## src/rtl/coax_rx_frontend.sv

```systemverilog
// coax_rx_frontend: synchronise and majority-filter the coax receive line, blank it around
// transmissions, provide loopback, and report carrier presence and glitch statistics.
module coax_rx_frontend #(
  parameter int CLOCKS_PER_BIT = 16,
  parameter int HOLDOFF_BITS   = 4,
  parameter int IDLE_BITS      = 8
) (
  input  logic       clk,
  input  logic       reset,
  input  logic       rx_pin,
  input  logic       tx,
  input  logic       tx_active,
  input  logic       loopback,
  input  logic       glitch_clear,
  output logic       rx,
  output logic       carrier,
  output logic [7:0] glitch_count
);
  localparam int HOLD_N = HOLDOFF_BITS * CLOCKS_PER_BIT;
  localparam int IDLE_N = IDLE_BITS * CLOCKS_PER_BIT;
  localparam int HW = HOLD_N > 1 ? $clog2(HOLD_N) : 1;
  localparam int IW = IDLE_N > 1 ? $clog2(IDLE_N) : 1;
  localparam logic [HW-1:0] HOLD_LOAD = HW'(HOLD_N - 1);
  localparam logic [IW-1:0] IDLE_LOAD = IW'(IDLE_N - 1);

  typedef enum logic [1:0] {LISTEN, BLANK, HOLDOFF} state_t;

  state_t state, state_n;
  logic s0, s1;
  logic [2:0] h;
  logic [HW-1:0] hold_cnt, hold_n;
  logic [IW-1:0] idle_cnt, idle_n;
  logic rx_n, carrier_n;
  logic [7:0] count_n;
  logic f, glitch;

  assign f = (h[2] & h[1]) | (h[2] & h[0]) | (h[1] & h[0]);
  assign glitch = (h == 3'b010) || (h == 3'b101);

  always_ff @(posedge clk or posedge reset) begin
    if (reset) begin
      s0 <= 1'b0;
      s1 <= 1'b0;
      h <= '0;
      state <= LISTEN;
      hold_cnt <= '0;
      idle_cnt <= '0;
      rx <= 1'b0;
      carrier <= 1'b0;
      glitch_count <= '0;
    end else begin
      s0 <= rx_pin;
      s1 <= s0;
      h <= {h[1:0], s1};
      state <= state_n;
      hold_cnt <= hold_n;
      idle_cnt <= idle_n;
      rx <= rx_n;
      carrier <= carrier_n;
      glitch_count <= count_n;
    end
  end

  always_comb begin
    state_n = state;
    hold_n = hold_cnt;
    idle_n = idle_cnt;
    rx_n = rx;
    carrier_n = carrier;
    count_n = glitch_count;
    if (loopback) begin
      state_n = LISTEN;
      hold_n = '0;
      rx_n = tx;
      carrier_n = tx_active;
    end else begin
      case (state)
        LISTEN: begin
          // an edge seen on the same cycle as tx_active still loses to blanking
          if (tx_active) begin
            state_n = BLANK;
            rx_n = 1'b0;
            carrier_n = 1'b0;
            idle_n = '0;
          end else begin
            rx_n = f;
            if (f != rx) begin
              carrier_n = 1'b1;
              idle_n = IDLE_LOAD;
            end else if (idle_cnt != '0) begin
              idle_n = idle_cnt - IW'(1);
            end else begin
              carrier_n = 1'b0;
            end
          end
        end
        BLANK: begin
          rx_n = 1'b0;
          carrier_n = 1'b0;
          idle_n = '0;
          if (!tx_active) begin
            state_n = HOLDOFF;
            hold_n = HOLD_LOAD;
          end
        end
        HOLDOFF: begin
          rx_n = 1'b0;
          carrier_n = 1'b0;
          idle_n = '0;
          if (tx_active) state_n = BLANK;
          else if (hold_cnt == '0) state_n = LISTEN;
          else hold_n = hold_cnt - HW'(1);
        end
        default: state_n = LISTEN;
      endcase
      if (state == LISTEN && glitch && glitch_count != 8'hff) count_n = glitch_count + 8'd1;
    end
    if (glitch_clear) count_n = '0;
  end
endmodule

```

## config.mk

```make
export PLATFORM = sky130hd
export DESIGN_NAME = coax_rx_frontend
export DESIGN_NICKNAME = d
export VERILOG_FILES = /design/src/rtl/coax_rx_frontend.sv
export SDC_FILE = /design/constraint.sdc
export NUM_CORES = 1
export LEC_CHECK = 0
export CAP_MARGIN = 20
export CORE_ASPECT_RATIO = 1.25
export CORE_MARGIN = 2
export CORE_UTILIZATION = 40
export CTS_CLUSTER_DIAMETER = 100
export DETAILED_ROUTE_END_ITERATION = 12
export PLACE_DENSITY = 0.57
export SYNTH_ARGS = -nofsm -noshare
export SYNTH_HDL_FRONTEND = slang
export SYNTH_SLANG_ARGS = --single-unit
```

## constraint.sdc

```tcl
create_clock -name clk -period 1.74 [get_ports clk]
set_input_delay 0.348 -clock clk [delete_from_list [all_inputs] [get_ports clk]]
set_output_delay 0.348 -clock clk [all_outputs]
set_load 0.1 [all_outputs]
```

==> impl_metrics.yaml <==
routing:
  ant_nets: 0
  vias: 1563
  post_drt_wl_per_cell_um: 14.6
  first_pass_iters: 4
  drc: 0
  viasPerCell: 5.52
  drtIter0Drc: 81
  routed_wirelength_um: 4140
worst_setup_path:
  critPathMaxFanout: 4
  slowest_delay_ns: 0.42
  crit_family: "simple AND/OR/NAND/NOR gates"
  worstPathArrival_ns: 1.91
  slowest_stage: "dfrtp_1"
  path_cells: "inv_2 > ha_2 > nor3b_2 > buf_4 > and3_4 > or3_4 > a21oi_2"
  crit_type: "register to register"
  end_kind: "register"
  crit_buf_inv: 2
  startpoint_type: "register"
  required_ns: 1.96
grt:
  grt_pass1_vias: 1556
  grt_max_degree: 31
  grt_overflow: 0
  grt_use_total: 0.174
  grt_pass1_wl_um: 7070
  antenna_found_initial: 0
cts:
  clk_latency_ns: 0.29
  cts_inserted_buffers: 5
  ctsHtreeMaxLevel: 2
  cts_tree: "done"
  cts_buffer_depth: 2
  clkTransAtPathRegs_ns: 0.06
  cts_num_sinks: 30
  hold_buffers: 0
  cts-root-buf: "clkbuf_8"
place:
  port_buffers: 16
  place_congestion: 0.817
  dpl.hpwl_um: 2940
  dp_cells: 272
  pre_cts_slack_ns: -0.159
power_and_ir_drop:
  cellPowerDensity_nw_per_um2: 1460
  cellInternalPower_mw: 2.27
  swShare: 0.375
  peakVddDrop_mv: 0.722
  p_switching_mw: 1.36
  p_total_mw: 3.63
  sequentialPowerShare: 0.284
  p_leak_nw: 1.04
  power.share.clock: 0.244
  p_comb_frac: 0.472
cells_and_area:
  drive_gt1_frac: 0.369
  diodes: 0
  area_growth_pct: 38.4
  nets: 241
  fin_cells: 283
sta:
  fmax_mhz: 591
  finClkSkew_ns: 0.0113
  drv_slew: 0
  setup_ws_ns: 0.0477
  relSlewSlack: 0.744
  fin_crit_ns: 1.69
  period_share: 0.973
  worst_pin_slew_ns: 0.382
  fin_setup_tns_ns: 0
  hold_violations: 0
  setup_viol: 0
logic_synthesis:
  yosysMostFrequentCell: "dfrtp_1"
  synthDistinctLibCells: 51
  synthArstFlopShare: 1.00
  synth_edf_count: 0
  yosysWarnings: 0
  synth_area_leaders: "dfrtp_1 (42%), ha_1 (6.9%), a21oi_1 (3.3%), nor2_1 (2.9%), o21ai_0 (2.8%)"
  avgSynthCellArea_um2: 9.84
  postSynthCellCount: 183
  ys_seq_elements: 30
  synth.largest_area_cell: "dfrtp_1"
  seq_area_frac_synth: 0.417
  yosys-top-cells-count: "dfrtp_1 (30), nor2_1 (14), inv_1 (13)"
  synth_top_area_frac: 0.417
  syn-num-nets: 200
  synth_ff_type: "dfrtp_1"
  syn_area_um2: 1800
floorplanning:
  die_h_um: 79.0
  start_util: 0.413
  fp-row-count: 27
  die_area_um2: 5060
  ios: 17
  die_w_um: 64.0
  coreArea_um2: 4360
worst_hold_path:
  hp-class: "register to register"
run:
  maxCapViolCount: 0
run_status:
  outcome: "completed"
## final timing paths
| kind | startpoint | to | slack (ns) | cells after the start |
|---|---|---|---|---|
| hold reg to reg | s1 | h[0] | 0.35 | 0 |
| hold / removal | s1 | h[0] | 0.35 | 0 |
| setup / recovery | hold_cnt[1] | state[0] | 0.05 | 7 |
| max in group asynchronous | reset | glitch_count[0] | 0.99 | 3 |
| min in group asynchronous | reset | glitch_count[2] | 0.44 | 3 |
| setup reg to reg | hold_cnt[1] | state[0] | 0.05 | 7 |
## repair_timing
item | in CTS | in global routing
buffers inserted | 0 | 3
setup endpoints to repair | 2 | 16
pin swaps | 2 | 6
gates resized for setup | 2 | 15
## power groups by stage
stage | Sequential (mW) | Clock (mW) | Combinational [mW]
after detailed placement | 1.04 | 0 | 1.57
after global routing | 1.05 | 0.938 | 1.89
after global placement | 1.03 | 0 | 1.54
after floorplan | 1.12 | 0 | 0.942
after CTS | 1.02 | 0.902 | 1.58
final | 1.03 | 0.886 | 1.71
## kinds of logic (layout without fill, tap and decap cells)
family,after synthesis,after routing,share of synthesized area
DFF,30,30,0.417
AOI/OAI and AO/OA,53,53,0.218
adders and majority gates,11,11,0.0757
muxes,3,3,0.0181
xor gates and xnor gates,1,1,0.00487
and+or+nand+nor,65,65,0.212
buffers and inverters,20,62,0.0549
## final cells by class
type                    instances  area [um2]
inverters                      13        48.8
fillers                       379        1870
repair buffers                 41         448
well taps                      58        72.6
clock buffers                   6        82.6
flip-flops and latches         30         764
multi-input cells             133        1010
clock inverters                 2        60.1
## sequential cells by signal, indices dropped and copies added, names as in the netlist
signal        count
carrier           1
glitch_count      8
h                 3
hold_cnt          6
idle_cnt          7
rx                1
s0                1
s1                1
state             2
## worst register-to-register path: stages, from the launching register on
cell and delay (ns):
dfrtp_1 0.42, inv_2 0.06, ha_2 0.17, nor3b_2 0.16
buf_4 0.14, and3_4 0.17, or3_4 0.39, a21oi_2 0.11
## per-stage QoR
step                      hold WS, ns   util  instance area (um2)
final                           0.350  0.572                 2490
after detailed placement        0.337  0.522                 2270
after global routing            0.358  0.572                 2490
after CTS                       0.352  0.555                 2420
after global placement          0.336  0.522                 2270
after floorplan                 0.331      -                 1830
## placed cells by master, fill, tap and decap left out, types with 2 or more instances in the layout
| cell | count |
|---|---|
| a21oi_2 | 3 |
| a211oi_1 | 3 |
| clkdlybuf4s50_1 | 6 |
| nand3_1 | 4 |
| nor3b_2 | 2 |
| nand2_1 | 10 |
| inv_1 | 10 |
| ha_2 | 2 |
| dfrtp_1 | 21 |
| o31ai_1 | 5 |
| a21oi_1 | 9 |
| and3_1 | 2 |
| mux2_2 | 2 |
| nand4_1 | 3 |
| or3_1 | 5 |
| nor3_1 | 3 |
| o311ai_2 | 2 |
| nor2_1 | 14 |
| clkbuf_8 | 6 |
| bufinv_16 | 2 |
| nor2b_1 | 4 |
| a311oi_1 | 4 |
| a311oi_2 | 2 |
| nor3_2 | 2 |
| dfrtp_2 | 8 |
| ha_1 | 7 |
| o211ai_1 | 3 |
| nand2b_1 | 3 |
| a41oi_1 | 2 |
| inv_2 | 3 |
| o21ai_0 | 8 |
| a31oi_1 | 2 |
| buf_12 | 10 |
| buf_4 | 25 |
## per-layer routing
metal  GRT usage  wire [um]  up-vias
li1            -          -      754
met1       0.207       1750      771
met2       0.311       2190       32
met3      0.0326        155        6
met4      0.0587         52        0
met5           0          0        -
Power figures use the tool's default switching activity.
